$ cat src/rtl/topk_fp32_collector.sv
// topk_fp32_collector
//   Streaming top-K collector for fp32 words. Keeps the K largest-magnitude
//   words seen in a stream in a sorted register bank. The ordering key is
//   {exp, frac} compared as unsigned, and the sign is carried but not ranked.
//   When the word flagged i_last is accepted, the retained set is drained
//   through a valid/ready handshake.
//
// Ports
//   clk      in   rising-edge clock
//   rst      in   asynchronous, active-low reset
//   i_valid  in   input word valid
//   i_ready  out  collector can accept a word (COLLECT state, out of reset)
//   i_data   in   input fp32 word
//   i_last   in   final word of the stream, qualified by i_valid && i_ready
//   o_valid  out  drained word valid
//   o_ready  in   downstream accepts the drained word
//   o_data   out  drained word
//   o_last   out  final drained word
//   o_count  out  number of currently retained entries
module topk_fp32_collector #(
  parameter int DATA_WIDTH = 32,
  parameter int K          = 8,
  parameter int DESCENDING = 1
) (
  input  logic                       clk,
  input  logic                       rst,
  input  logic                       i_valid,
  output logic                       i_ready,
  input  logic [DATA_WIDTH-1:0]      i_data,
  input  logic                       i_last,
  output logic                       o_valid,
  input  logic                       o_ready,
  output logic [DATA_WIDTH-1:0]      o_data,
  output logic                       o_last,
  output logic [$clog2(K+1)-1:0]     o_count
);

  localparam int CW    = $clog2(K+1);
  localparam int KEY_W = DATA_WIDTH - 1;

  typedef enum logic {COLLECT = 1'b0, DRAIN = 1'b1} state_t;

  state_t                state, state_nxt;
  logic [DATA_WIDTH-1:0] slot [K];
  logic [CW-1:0]         count;
  logic [CW-1:0]         rd_idx;
  logic [CW-1:0]         rd_sel;
  logic [CW-1:0]         ins_pos;
  logic                  run;
  logic                  accept;
  logic                  last_beat;
  logic                  drain_hs;

  // Ordering key: everything below the sign bit.
  function automatic logic [KEY_W-1:0] key_of(input logic [DATA_WIDTH-1:0] w);
    return w[KEY_W-1:0];
  endfunction

  // Insert position = number of valid slots whose key is >= the new key.
  // Counting ">=" places a new word after existing equal keys.
  always_comb begin
    ins_pos = '0;
    for (int i = 0; i < K; i++) begin
      if ((CW'(i) < count) && (key_of(slot[i]) >= key_of(i_data)))
        ins_pos = ins_pos + CW'(1);
    end
  end

  assign accept    = i_valid && i_ready;
  assign last_beat = (state == DRAIN) && (rd_idx == count - CW'(1));
  assign drain_hs  = (state == DRAIN) && o_ready;

  // State register
  always_ff @(posedge clk or negedge rst) begin
    if (!rst) state <= COLLECT;
    else      state <= state_nxt;
  end

  // Next-state logic
  always_comb begin
    state_nxt = state;
    case (state)
      COLLECT: if (accept && i_last)    state_nxt = DRAIN;
      DRAIN:   if (drain_hs && last_beat) state_nxt = COLLECT;
      default: state_nxt = COLLECT;
    endcase
  end

  // i_ready must stay low while reset is held, so it is gated by a flag
  // that only rises on the first clock edge after reset release.
  always_ff @(posedge clk or negedge rst) begin
    if (!rst) run <= 1'b0;
    else      run <= 1'b1;
  end

  // Drain read index, mapped to a slot according to drain order.
  assign rd_sel = (DESCENDING != 0) ? rd_idx : (count - CW'(1) - rd_idx);

  // Output decode: state, slots and indices are all registers.
  always_comb begin
    i_ready = run && (state == COLLECT);
    o_valid = (state == DRAIN);
    o_last  = last_beat;
    o_count = count;
    o_data  = '0;
    if (state == DRAIN) begin
      for (int i = 0; i < K; i++) begin
        if (CW'(i) == rd_sel) o_data = slot[i];
      end
    end
  end

  // Sorted bank, count and drain index
  always_ff @(posedge clk or negedge rst) begin
    if (!rst) begin
      for (int i = 0; i < K; i++) slot[i] <= '0;
      count  <= '0;
      rd_idx <= '0;
    end else begin
      // ins_pos == K means the bank is full and the new word ranks last.
      if (accept && (ins_pos < CW'(K))) begin
        if (ins_pos == '0) slot[0] <= i_data;
        for (int i = 1; i < K; i++) begin
          if (CW'(i) == ins_pos)     slot[i] <= i_data;
          else if (CW'(i) > ins_pos) slot[i] <= slot[i-1];
        end
        if (count < CW'(K)) count <= count + CW'(1);
      end
      if (drain_hs) begin
        if (last_beat) begin
          count  <= '0;
          rd_idx <= '0;
        end else begin
          rd_idx <= rd_idx + CW'(1);
        end
      end
    end
  end

endmodule

$ cat config.mk
export PLATFORM = sky130hd
export DESIGN_NAME = topk_fp32_collector
export DESIGN_NICKNAME = d
export VERILOG_FILES = /design/src/rtl/topk_fp32_collector.sv
export SDC_FILE = /design/constraint.sdc
export NUM_CORES = 1
export LEC_CHECK = 0
export CAP_MARGIN = 25
export CORE_UTILIZATION = 55
export CTS_CLUSTER_DIAMETER = 150
export DETAILED_ROUTE_END_ITERATION = 7
export GPL_TIMING_DRIVEN = 0
export HOLD_SLACK_MARGIN = 0.15
export PLACE_DENSITY_LB_ADDON = 0.1
export SYNTH_ARGS = -nofsm -noshare
export SYNTH_HDL_FRONTEND = slang
export SYNTH_SLANG_ARGS = --single-unit
$ cat constraint.sdc
create_clock -name clk -period 19.3 [get_ports clk]
set_clock_uncertainty 0.15 [all_clocks]
set_input_delay 2.895 -clock clk [delete_from_list [all_inputs] [get_ports clk]]
set_output_delay 2.895 -clock clk [all_outputs]
set_load 0.01 [all_outputs]
Word-level counts from Yosys, hierarchy flattened:

Index checks and enable logic that the tools add are counted.

* add/sub/neg operators: 10
* multiply operators: 0
* div/mod/pow operators: 0
* $lt $le $gt $ge: 25
* eq/ne operators: 15
* shifts and indexed selects: 0
* mux-type cells: 39
* bitwise gates (word level): 1
* reductions and logical operators: 32

Operator list (count)
* $mux W32: 23
* $ge A31 B31 Y1: 8
* $mux W4: 12
* $add A4 B1 Y4 const B: 9
* $eq A3 B4 Y1 const A: 8
* $eq A2 B4 Y1 const A: 4
* $gt A3 B4 Y1 const A: 4
* $lt A3 B4 Y1 const A: 4
* $reduce_and A2 Y1: 8
* $logic_and A1 B1 Y1: 15
* $reduce_bool A2 Y1: 7
* $eq A1 B4 Y1 const A: 2
* $gt A2 B4 Y1 const A: 2
* $logic_not A4 Y1: 2
* $lt A1 B4 Y1 const A: 2
* $lt A2 B4 Y1 const A: 2
* $lt A4 B4 Y1 const B: 2
* $eq A4 B4 Y1: 1
* $gt A1 B4 Y1 const A: 1
* $sub A4 B1 Y4 const B: 1
* $mux W1: 3
* $pmux W1 S2: 1
* $not A1 Y1: 1

* flip-flop bits (word level): 266
* bits in latches: 0
* bits in writable memories: 0
* ROM bits: 0
* bits of input ports: 37
* output and inout port bits: 39
* word-level logic and storage cells: 134
* memories kept: 0

Logic depth before layout (Yosys ltp):

Gate-level depths: netlist (run 1).

* depth after elaboration: 22
* depth in mapped cells: 38
* gate-level depth less buffers: 36

Least setup slack after synthesis (run 1):

No wires, ideal clock.

* path type: input port to flip-flop
* from: in i_data[1]
* to: reg slot[54] (netlist bit)
* setup time: 0.125 ns
* data arrival time: 9.885 ns
* required time: 19.025 ns
* setup slack: 9.140 ns
* stages: 38
* buffers on the path: 3
* cell sequence: inv_1 -> ha_1 -> nor2b_1 -> o21a_1 -> o21a_1 -> o21a_1 -> o21a_1 -> o21ai_0 -> a21oi_1 -> o31a_1 -> o211ai_1 -> a21oi_1 -> o221a_2 -> o31a_1 -> ha_1 -> and3_1 -> a221oi_2 -> nand2_4 -> [... 2 more ...] -> inv_1 -> nor2_1 -> or4_1 -> o221ai_1 -> ha_1 -> inv_1 -> o211a_1 -> o211a_1 -> nor2_1 -> ha_1 -> and2_1 -> clkbuf_1 -> mux2i_1 -> or2_1 -> buf_2 -> nand3_2 -> buf_2 -> mux2_2

* longest elaborated chain between the ends: 20
* elaborated cells between the ends (all ways): 38
* classes of those cells: add/sub (7); order compare (10); eq/ne (1); mux (9); reduce/logical (11)

Ends and longest elaborated chain
* start, declared: RTL line 29 `input logic [DATA_WIDTH-1:0] i_data,`
* $ge A31 B31 Y1: RTL line 64 `if ((CW'(i) < count) && (key_of(slot[i]) >= key_of(i_data)))`
* $logic_and A1 B1 Y1: RTL line 64
* $mux W1: RTL line 64
* $add A4 B1 Y4: RTL line 65 `ins_pos = ins_pos + CW'(1);`
* $mux W4: RTL line 64
* $add A4 B1 Y4: RTL line 65
* $mux W4: RTL line 64
* $add A4 B1 Y4: RTL line 65
* [... 4 more ...]
* $mux W4: RTL line 64
* $add A4 B1 Y4: RTL line 65
* $mux W4: RTL line 64
* $add A4 B1 Y4: RTL line 65
* $mux W4 *: RTL line 64
* $gt A3 B4 Y1, or another cell as far along: RTL line 125 `else if (CW'(i) > ins_pos) slot[i] <= slot[i-1];`
* $reduce_bool A2 Y1 (no line) / $logic_and A1 B1 Y1 (equally long branches)
* $reduce_and A2 Y1 (no line)
* end signal, assigned by index: RTL line 124 `if (CW'(i) == ins_pos) slot[i] <= i_data;`
* end signal, assigned by index: RTL line 125
* end, declared: RTL line 44 `logic [DATA_WIDTH-1:0] slot [K];`

Every way passes the cells marked *; elsewhere a longest branch is shown, timed or not.
A chain may end at the register's enable or synchronous reset.

Worst setup path after layout (run 1):

* from: in i_data[1]
* to: reg slot[50] (netlist bit)

The elaborated chain is that of the path after synthesis.

==> results by group, run 1 <==
Run status
  • Status: finished, final reports clean

Final layout
  • Fillcell total: 3356
  • Area occupied by multi-input gates: 13900 µm²
  • FF+latch area: 6660 µm²
  • Layout cells sized above 1: 12.7%
  • Cell Count, Final, Fillers Out: 2889
  • Layout area overhead: 12.3%
  • Final Cell Area: 24100 µm²
  • Layout Nets: 2647

Placement
  • IO buf count: 75
  • Placed insts: 2826
  • Routability cong.: 1.01
  • Dpl hpwl: 65100 µm
  • DP Area: 23000 µm²

Synthesis
  • Cell count after synthesis: 2227
  • Top cell type's share of synthesized area: 31.0%
  • Synth top area cells: dfrtp_1, ha_1, mux2_2
  • Mux contribution to synthesized area: 12.9%
  • Simple-gate share of the synthesized area: 9.83%
  • Post-synthesis compound-gate area fraction: 25.3%
  • #FFs+latches synth: 266
  • Cell taking the most area after synthesis: dfrtp_1
  • Seq/Total Area, Yosys: 31.0%
  • Largest family of logic cells by synthesized area: compound AO/OA/AOI/OAI gates
  • Main synth FF type: dfrtp_1
  • FFs w/ async S/R, synth: 100%
  • Synth cell count leaders: dfrtp_1, ha_1, a21oi_1
  • YS warnings: 0
  • Synth Net Count: 2528
  • Synth unique cells: 90
  • Netlist Area Pre-Place: 21500 µm²
  • Post-synthesis adder-cell area fraction: 15.4%
  • Post-Synth XOR/XNOR Area: 1.30%
  • Most common cell in the netlist: dfrtp_1
  • Mapped Avg Cell Area: 9.65 µm²
  • Number of flops mapped to enable cells by yosys: 0

Floorplanning
  • Row count: 72
  • Total core area: 38600 µm²
  • I/O pins: 76
  • Die ar.: 39900 µm²
  • Chip width: 200 µm
  • Die Y: 200 µm
  • Initial core utilization: 55.7%

Setup path
  • Top delay family on crit path: compound AO/OA/AOI/OAI gates
  • Worst path most repeated cell: ha_1
  • CP required: 19.64 ns
  • Max stage delay on crit path: 0.82 ns
  • WS Path Type: input pin to flip-flop
  • Critical path buffer and inverter count: 7
  • CP endpoint kind: flip-flop
  • Largest fanout on the critical path: 10
  • Worst EP arrival: 12.77 ns
  • Type of origin of the critical path: input pin
  • Slowest CP cell: clkbuf_1

Clock tree
  • Clock transition at path regs: 0.06 ns
  • Root Buffer Master: clkbuf_16
  • Clock Sink Count: 266
  • CTS Buffer Depth: 3
  • CTS tree: built
  • Post-CTS setup buffers: 0
  • Post-CTS Resized: 0
  • CTS Buf Count: 34
  • Worst-skew pair later-pin latency: 0.56 ns
  • Hold_buf cts: 0
  • Total number of H-tree levels: 2

Timing
  • Final setup TNS: 0 ns
  • Slew Limit Fails: 0
  • Relative slew margins: 21.2%
  • Tcrit/Tclk final: 64.4%
  • Tightest Pin Transition: 1.18 ns
  • Hold Vio Cnt, Final: 0
  • RSZ-0062 raised after global routing: false
  • Final Setup Violations: 0
  • Post-route minimum period: 12.43 ns
  • Max Freq: 0.0805 GHz

Drt
  • DR WL/cell: 30.5 µm
  • Initial DRC Count: 2241
  • Avg Vias per Cell: 7.09
  • Total Wirelength: 88000 µm
  • First drt pass iteration count: 6
  • Via Count: 20472
  • # DRC: 0
  • Antenna viol nets, final: 0

Global routing
  • GR Overflow Total: 0
  • Vias in the first global route: 20028
  • Antenna violations before repair: 3
  • First-pass GRT wire length: 128000 µm
  • Pin count of the biggest net entering global routing: 100
  • GRT Util Overall: 44.4%

Power and ir drop
  • Tot Pwr: 0.00413 W
  • Max VDD drop: 0.000123 V
  • P_leak: 11.1 nW
  • Cell Pwr Density: 171 nW/µm²

Flow run
  • Max Cap Viol: 0

Worst hold path
  • Hold Crit Class: flip-flop to flip-flop
metal layers:
metal / track usage (%) / vias up / wire (µm)
met4: 30.9 / 2 / 6490
met5: 0 / - / 13
li1: - / 8853 / -
met3: 11.9 / 348 / 8910
met1: 56.0 / 10068 / 35000
met2: 65.9 / 1201 / 37700
report_power, final:
part	switching (W)	total (W)	internal (W)	leakage, nW
registers	0.000354	0.00119	0.000834	3.22
logic	0.00128	0.00228	0.000998	7.33
clock network	0.000273	0.000663	0.000390	0.546
sequential cells by signal (all words and copies together), names as in the netlist:
name     flops
o_count      4
o_valid      1
rd_idx       4
run          1
slot       256
area by class of cell:
| type | instances | share of cell area [%] |
|---|---|---|
| repair buffers | 83 | 3.58 |
| clock buffers | 50 | 4.19 |
| plain buffers | 160 | 3.02 |
| clock inverters | 9 | 0.430 |
| well taps | 518 | 2.69 |
| inverters | 53 | 0.824 |
| multi-input cells | 1748 | 57.7 |
| flip-flops and latches | 266 | 27.6 |
| diodes | 2 | 0.0207 |
path summary, 6_finish.rpt:
path / from / to / slack [ns] / cells past startpoint
setup / recovery: i_data[1] / slot[50] / 6.87 / 38
hold / removal: slot[255] / slot[255] / 0.38 / 1
setup reg to reg: slot[225] / slot[50] / 9.84 / 36
hold reg to reg: slot[255] / slot[255] / 0.38 / 1
max in group asynchronous: rst / slot[143] / 15.81 / 2
min in group asynchronous: rst / o_valid / 2.17 / 1
cells in the final DEF, fill, tap and decap left out, drive strengths merged, types with 5 or more instances in the layout:
| cell | n |
|---|---|
| a2111oi | 5 |
| a211oi | 8 |
| a21boi | 5 |
| a21o | 29 |
| a21oi | 166 |
| a221oi | 10 |
| a22oi | 99 |
| a31oi | 65 |
| a32o | 31 |
| a41oi | 38 |
| and2 | 9 |
| and3 | 10 |
| and4 | 8 |
| buf | 71 |
| clkbuf | 148 |
| clkdlybuf4s50 | 74 |
| dfrtp | 266 |
| ha | 264 |
| inv | 54 |
| mux2 | 223 |
| mux2i | 15 |
| nand2 | 154 |
| nand2b | 5 |
| nand3 | 66 |
| nand4 | 28 |
| nor2 | 76 |
| nor2b | 15 |
| nor3 | 44 |
| nor4 | 8 |
| o2111ai | 7 |
| o211a | 36 |
| o211ai | 46 |
| o21a | 18 |
| o21ai | 162 |
| o221ai | 5 |
| o2bb2ai | 32 |
| o31ai | 5 |
| xnor2 | 13 |
| xor2 | 7 |
worst register-to-register path: cells and delay by family, from the launching register on:
family	cells	cell delay, ns
compound gates	16	3.50
xor+xnor	1	0.19
fa+ha+maj	5	1.42
simple gates	8	2.20
flops	1	0.44
buf+inv	5	1.36
mux	1	0.15
stage by stage:
step | hold WS (ns) | util [%] | setup WS (ns)
2_1_floorplan | 0.322 | - | 9.14
3_3_place_gp | 0.348 | 59.4 | 3.08
3_5_place_dp | 0.363 | 59.6 | 6.13
4_1_cts | 0.379 | 62.5 | 6.68
5_1_grt | 0.396 | 62.6 | 6.49
6_report | 0.380 | 62.6 | 6.87
logic make-up (layout without fill, tap and decap cells):
logic type | after synthesis | count (layout)
xor gates and xnor gates | 22 | 22
DFF | 266 | 266
muxes | 238 | 238
and+or+nand+nor | 438 | 438
other | 1 | 3
AOI/OAI and AO/OA | 785 | 785
adders and majority gates | 264 | 264
buffers and inverters | 213 | 355
No activity file was read; power rests on OpenSTA's default activity.
==> run 2, diff against run 1 <==
clock period = 10.05 ns   (was 19.3 ns; I/O delays follow)
==> results by group, run 2 (same netlist as run 1, synthesis figures left out) <==
Clock tree
  • CTS Buffer Depth: 3 (unchanged)
  • Total number of H-tree levels: 2 (unchanged)
  • Hold_buf cts: 0 (unchanged)
  • CTS tree: built (unchanged)
  • Clock Sink Count: 266 (unchanged)
  • Clock transition at path regs: 0.06 ns (about the same)
  • Root Buffer Master: clkbuf_16 (unchanged)
  • Worst-skew pair later-pin latency: 0.56 ns (about the same)
  • CTS Buf Count: 34 (unchanged)

Setup path
  • Type of origin of the critical path: input pin (unchanged)
  • CP endpoint kind: flip-flop (unchanged)
  • Largest fanout on the critical path: 10 (unchanged)
  • Worst path most repeated cell: o21ai_0 (was ha_1)
  • Worst EP arrival: 10.03 ns (was 12.77 ns)
  • WS Path Type: input pin to flip-flop (unchanged)
  • CP required: 10.37 ns (was 19.64 ns)
  • Slowest CP cell: clkdlybuf4s50_1 (was clkbuf_1)
  • Max stage delay on crit path: 0.68 ns (was 0.82 ns)
  • R2R Setup Slk: 1.34 ns (was 9.84 ns)

Timing
  • Final setup TNS: 0 ns (unchanged)
  • Final Setup Violations: 0 (unchanged)
  • Relative slew margins: 23.1% (was 21.2%)
  • Tcrit/Tclk final: 96.6%
  • Slew Limit Fails: 0 (unchanged)
  • Post-route minimum period: 9.70 ns
  • Fin Hold WS: 0.385 ns (was 0.380 ns)
  • Tightest Pin Transition: 1.15 ns (was 1.18 ns)
  • Max Freq: 0.103 GHz
  • Hold Vio Cnt, Final: 0 (unchanged)

Placement
  • IO buf count: 75 (unchanged)
  • Dpl hpwl: 65100 µm (unchanged)
  • Routability cong.: 1.01 (unchanged)
  • DP Area: 23000 µm² (unchanged)

Drt
  • Total Wirelength: 88200 µm (was 88000 µm)
  • First drt pass iteration count: 7 (was 6)
  • Via Count: 20607 (was 20472)
  • Avg Vias per Cell: 7.08 (was 7.09)
  • DR WL/cell: 30.3 µm (was 30.5 µm)
  • Antenna viol nets, final: 0 (unchanged)
  • Initial DRC Count: 2133 (was 2241)
  • # DRC: 0 (unchanged)

Power and ir drop
  • Cell Pwr Density: 326 nW/µm² (was 171 nW/µm²)
  • P_leak: 11.3 nW (was 11.1 nW)
  • Tot Pwr: 0.00798 W (was 0.00413 W)
  • Max VDD drop: 0.000252 V (was 0.000123 V)

Final layout
  • Max reg flops: 256 (unchanged)
  • Layout Nets: 2671 (was 2647)
  • Layout cells sized above 1: 15.2% (was 12.7%)
  • Most common cell after layout, fill and taps aside: dfrtp_1 (unchanged)
  • Layout area overhead: 13.8% (was 12.3%)
  • Fillcell total: 3324 (was 3356)
  • Final Cell Area: 24500 µm² (was 24100 µm²)
  • Reg with most FFs: slot (unchanged)
  • Most frequent cells in the layout: dfrtp_1, ha_1, a21oi_1 (unchanged)

Floorplanning
  • I/O pins: 76 (unchanged)
  • Total core area: 38600 µm² (unchanged)
  • Initial core utilization: 55.7% (unchanged)
  • Row count: 72 (unchanged)
  • Die ar.: 39900 µm² (unchanged)
  • Die Y: 200 µm (unchanged)
  • Chip width: 200 µm (unchanged)

Global routing
  • GR Overflow Total: 0 (unchanged)
  • Vias in the first global route: 20107 (was 20028)
  • GRT Util Overall: 44.4% (about the same)
  • First-pass GRT wire length: 128000 µm (about the same)
  • Pin count of the biggest net entering global routing: 100 (unchanged)
  • Antenna violations before repair: 1 (was 3)

Worst hold path
  • Hold Crit Class: flip-flop to flip-flop (unchanged)

Run status
  • Status: finished, final reports clean (unchanged)

Flow run
  • Max Cap Viol: 0 (unchanged)
[run 2: cell types whose count changed in the layout (fill, tap and decap cells not counted), moves of 4 or more]
cell and change:
buf_4 +29, dlymetal6s2s_1 +6, clkbuf_2 +20, buf_1 -4
inv_1 -8, clkinvlp_4 +8, clkdlybuf4s50_1 -7, clkbuf_1 -21
[run 2: routing by layer]
layer  GRT usage (%)  wire length (µm)
met5               0                13
met4            30.4              6430
met3            11.6              8940
met2            66.3             38100
met1            56.2             34700
[run 2: cell type report]
type	instances	area, µm²	area share [%]
well taps	518	648	2.65
clock buffers	50	1010	4.14
clock inverters	9	104	0.425
plain buffers	159	776	3.17
multi-input cells	1748	14000	57.1
repair buffers	108	1070	4.39
flip-flops and latches	266	6660	27.2
inverters	53	229	0.936
diodes	1	2.50	0.0102
[run 2: worst paths after layout]
path,cells after the start,startpoint,end
max reg2reg,34,slot[225],slot[172]
max,35,i_data[17],slot[172]
min,1,slot[255],slot[255]
min in group asynchronous,1,rst,o_valid
min reg2reg,1,slot[255],slot[255]
max in group asynchronous,2,rst,slot[143]
[run 2: metrics by stage]
step / worst slack (ns) / utilization, % / cells
finish: 0.345 / 63.4 / 2912
global route: -0.0184 / 63.4 / 2911
CTS: 0.00600 / 62.8 / 2890
detailed placement: -1.73 / 59.6 / 2826
global placement: -4.78 / 59.4 / 2820
floorplan: 1.28 / - / 2227
[run 2: timing repair]
| action | 4_1_cts | 5_1_grt |
|---|---|---|
| resized for setup | 34 | 27 |
| setup buffers | 5 | 21 |
| pin swaps | 1 | 0 |
| endpoints found under the setup margin | 220 | 254 |
[run 2: report_power, final]
part | total, W | switching (W) | internal (W)
clock | 0.00127 | 0.000523 | 0.000749
combinational | 0.00443 | 0.00247 | 0.00195
sequential | 0.00228 | 0.000681 | 0.00160
[run 2: worst max-delay path: cells and delay by family]
kind            cells  cell delay [ns]
fa+ha+maj           4             1.20
buf+inv             6             1.96
simple gates        9             1.41
xor+xnor            1             0.15
compound gates     15             3.77
==> RTL edit, RTL diff (config.mk and constraints of run 2) <==
The parameter `K` goes from 8 to 4.
--- a/src/rtl/topk_fp32_collector.sv
+++ b/src/rtl/topk_fp32_collector.sv
@@ -20,5 +20,5 @@
 module topk_fp32_collector #(
   parameter int DATA_WIDTH = 32,
-  parameter int K          = 8,
+  parameter int K          = 4,
   parameter int DESCENDING = 1
 ) (
Interface: changed (resized o_count); port bits go from 76 to 75. The function was not compared with the original's and may differ.
==> RTL edit against run 2 <==
  * Final area is 52% lower
  * Synthesized cell count is 50% lower
  * Sequential power is 51% lower
  * Total power decreased by 46%
  * Wire length down 65%
  * Area after synthesis down 53%
  * Worst hold slack got worse by 0.017 ns
  * Sequential cell count down 130
  * Worst setup slack better by 2.1 ns
  * Critical path type unchanged
==> RTL edit: results (changes against run 2) <==
| Metric | Value |
|---|---|
| Outcome | `finished, final reports clean` |
| Compound-cell area share of the yosys netlist | `0.2191 (-0.03373)` |
| Largest register FFs | `128 (-50%)` |
| Setup Buffers After CTS | `0 (-5)` |
| Routability cong. | `0.9430 (-6.7%)` |
| H-tree depth | `4 (+2)` |
| CP startpoint | `i_data[16]` |
| LEAKAGE | `5.607 nW (-51%)` |
| Layout Nets | `1,381 (-48%)` |
| Syn_area_per_cell | `9.086 µm² (-5.8%)` |
| Placement Setup Slack | `2.281 ns (+4.012 ns)` |
| Slowest CP cell | `nor4_1` |
| IO Port Bufs | `74 (-1.3%)` |
| Post-DP Area | `0.01119 mm² (-51%)` |
| R2R cell count | `19 (-44%)` |
| Post-Synth Adder-Cell Area | `0.1667 (+0.01301)` |
| Hold_buf cts | `0 (unchanged)` |
| Max Used Layer | `met4` |
| Cts repair resizes | `0 (-100%)` |
| Pin count of the biggest net entering global routing | `77 (-23%)` |
| Syn_nets | `1,287 (-49%)` |
| Via density | `6.367 (-10%)` |
| Hold Path Depth | `2 (+1)` |
| Top cells by area, synth | `dfrtp_1, ha_1, mux2i_1` |
| Initial DRC Count | `777 (-64%)` |
| Post-Layout Cell Count | `1,451 (-50%)` |
| Synth unique cells | `62 (-31%)` |
| Vias in the first global route | `8,769 (-56%)` |
| HP Start | `slot[31]` |
| Worst IR Drop VDD | `0.2230 mV (-12%)` |
| Layout cell share with drive strength beyond 1 | `0.05810 (-0.09401)` |
| Sequential fraction of the synthesis area | `0.3359 (+0.02616)` |
| Initial antenna violation count | `0 (-1)` |
| Post-Synth XOR/XNOR Area | `0.006793 (-0.006250)` |
| First-pass GRT wire length | `47,550 µm (-63%)` |
| # diodes | `0 (-1)` |
| Metal3 WL | `2215 µm (-75%)` |
| Met2 WL | `14,080 µm (-63%)` |
| CTS max path bufs | `2 (-1)` |
| Met1 Wirelength | `13,410 µm (-61%)` |
| # fillers | `1,549 (-53%)` |
| Grt met1 use | `0.4432 (-0.1185)` |
| Commonest cells post-synth | `dfrtp_1, ha_1, nor2_1` |
| Total GRT Usage | `0.3357 (-0.1087)` |
| Mux share of post-synthesis cell area | `0.1032 (-0.02567)` |
| Clk_lat worst skew | `0.43 ns (-0.13 ns)` |
| DP HPWL | `21,930 µm (-66%)` |
[RTL edit: cell types whose count changed in the layout (fill, tap and decap cells not counted), sizes merged, moves of 43 or more]
cell,run 2,this run
dfrtp,266,136
nand2,154,87
a22oi,99,33
a31oi,65,2
nand3,66,14
mux2,223,32
ha,264,135
buf,94,26
o211ai,46,3
a21oi,166,102
clkbuf,150,61
mux2i,15,65
o21ai,162,83
[RTL edit: cell families after synthesis]
group | Yosys count
DFF | 136
adders and majority gates | 135
buffers and inverters | 104
AOI/OAI and AO/OA | 351
xor gates and xnor gates | 7
other | 1
muxes | 98
and+or+nand+nor | 283
[RTL edit: area by class of cell]
| cell class | count | area, µm² | share of cell area |
|---|---|---|---|
| Tap cell | 229 | 286.5 | 0.02425 |
| Multi-Input combinational cell | 875 | 6292 | 0.5325 |
| Timing Repair Buffer | 75 | 769.5 | 0.06512 |
| Buffer | 59 | 266.5 | 0.02255 |
| Inverter | 45 | 168.9 | 0.01429 |
| Clock buffer | 26 | 519.2 | 0.04394 |
| Sequential cell | 136 | 3403 | 0.2880 |
| Clock inverter | 6 | 110.1 | 0.009318 |
[RTL edit: final timing paths]
kind | endpoint | slack [ns]
setup / recovery | slot[31] | 2.49
hold / removal | slot[31] | 0.37
setup reg to reg | slot[31] | 3.89
hold reg to reg | slot[31] | 0.37
max in group asynchronous | slot[55] | 8.06
min in group asynchronous | slot[104] | 0.89
[RTL edit: power groups by stage]
stage                     clock (W)  sequential (W)  combinational, W
after detailed placement          0         0.00111           0.00245
after global routing       0.000699         0.00114           0.00274
after floorplan                   0         0.00101           0.00174
after CTS                  0.000677         0.00110           0.00247
after global placement            0         0.00110           0.00240
final                      0.000676         0.00111           0.00250
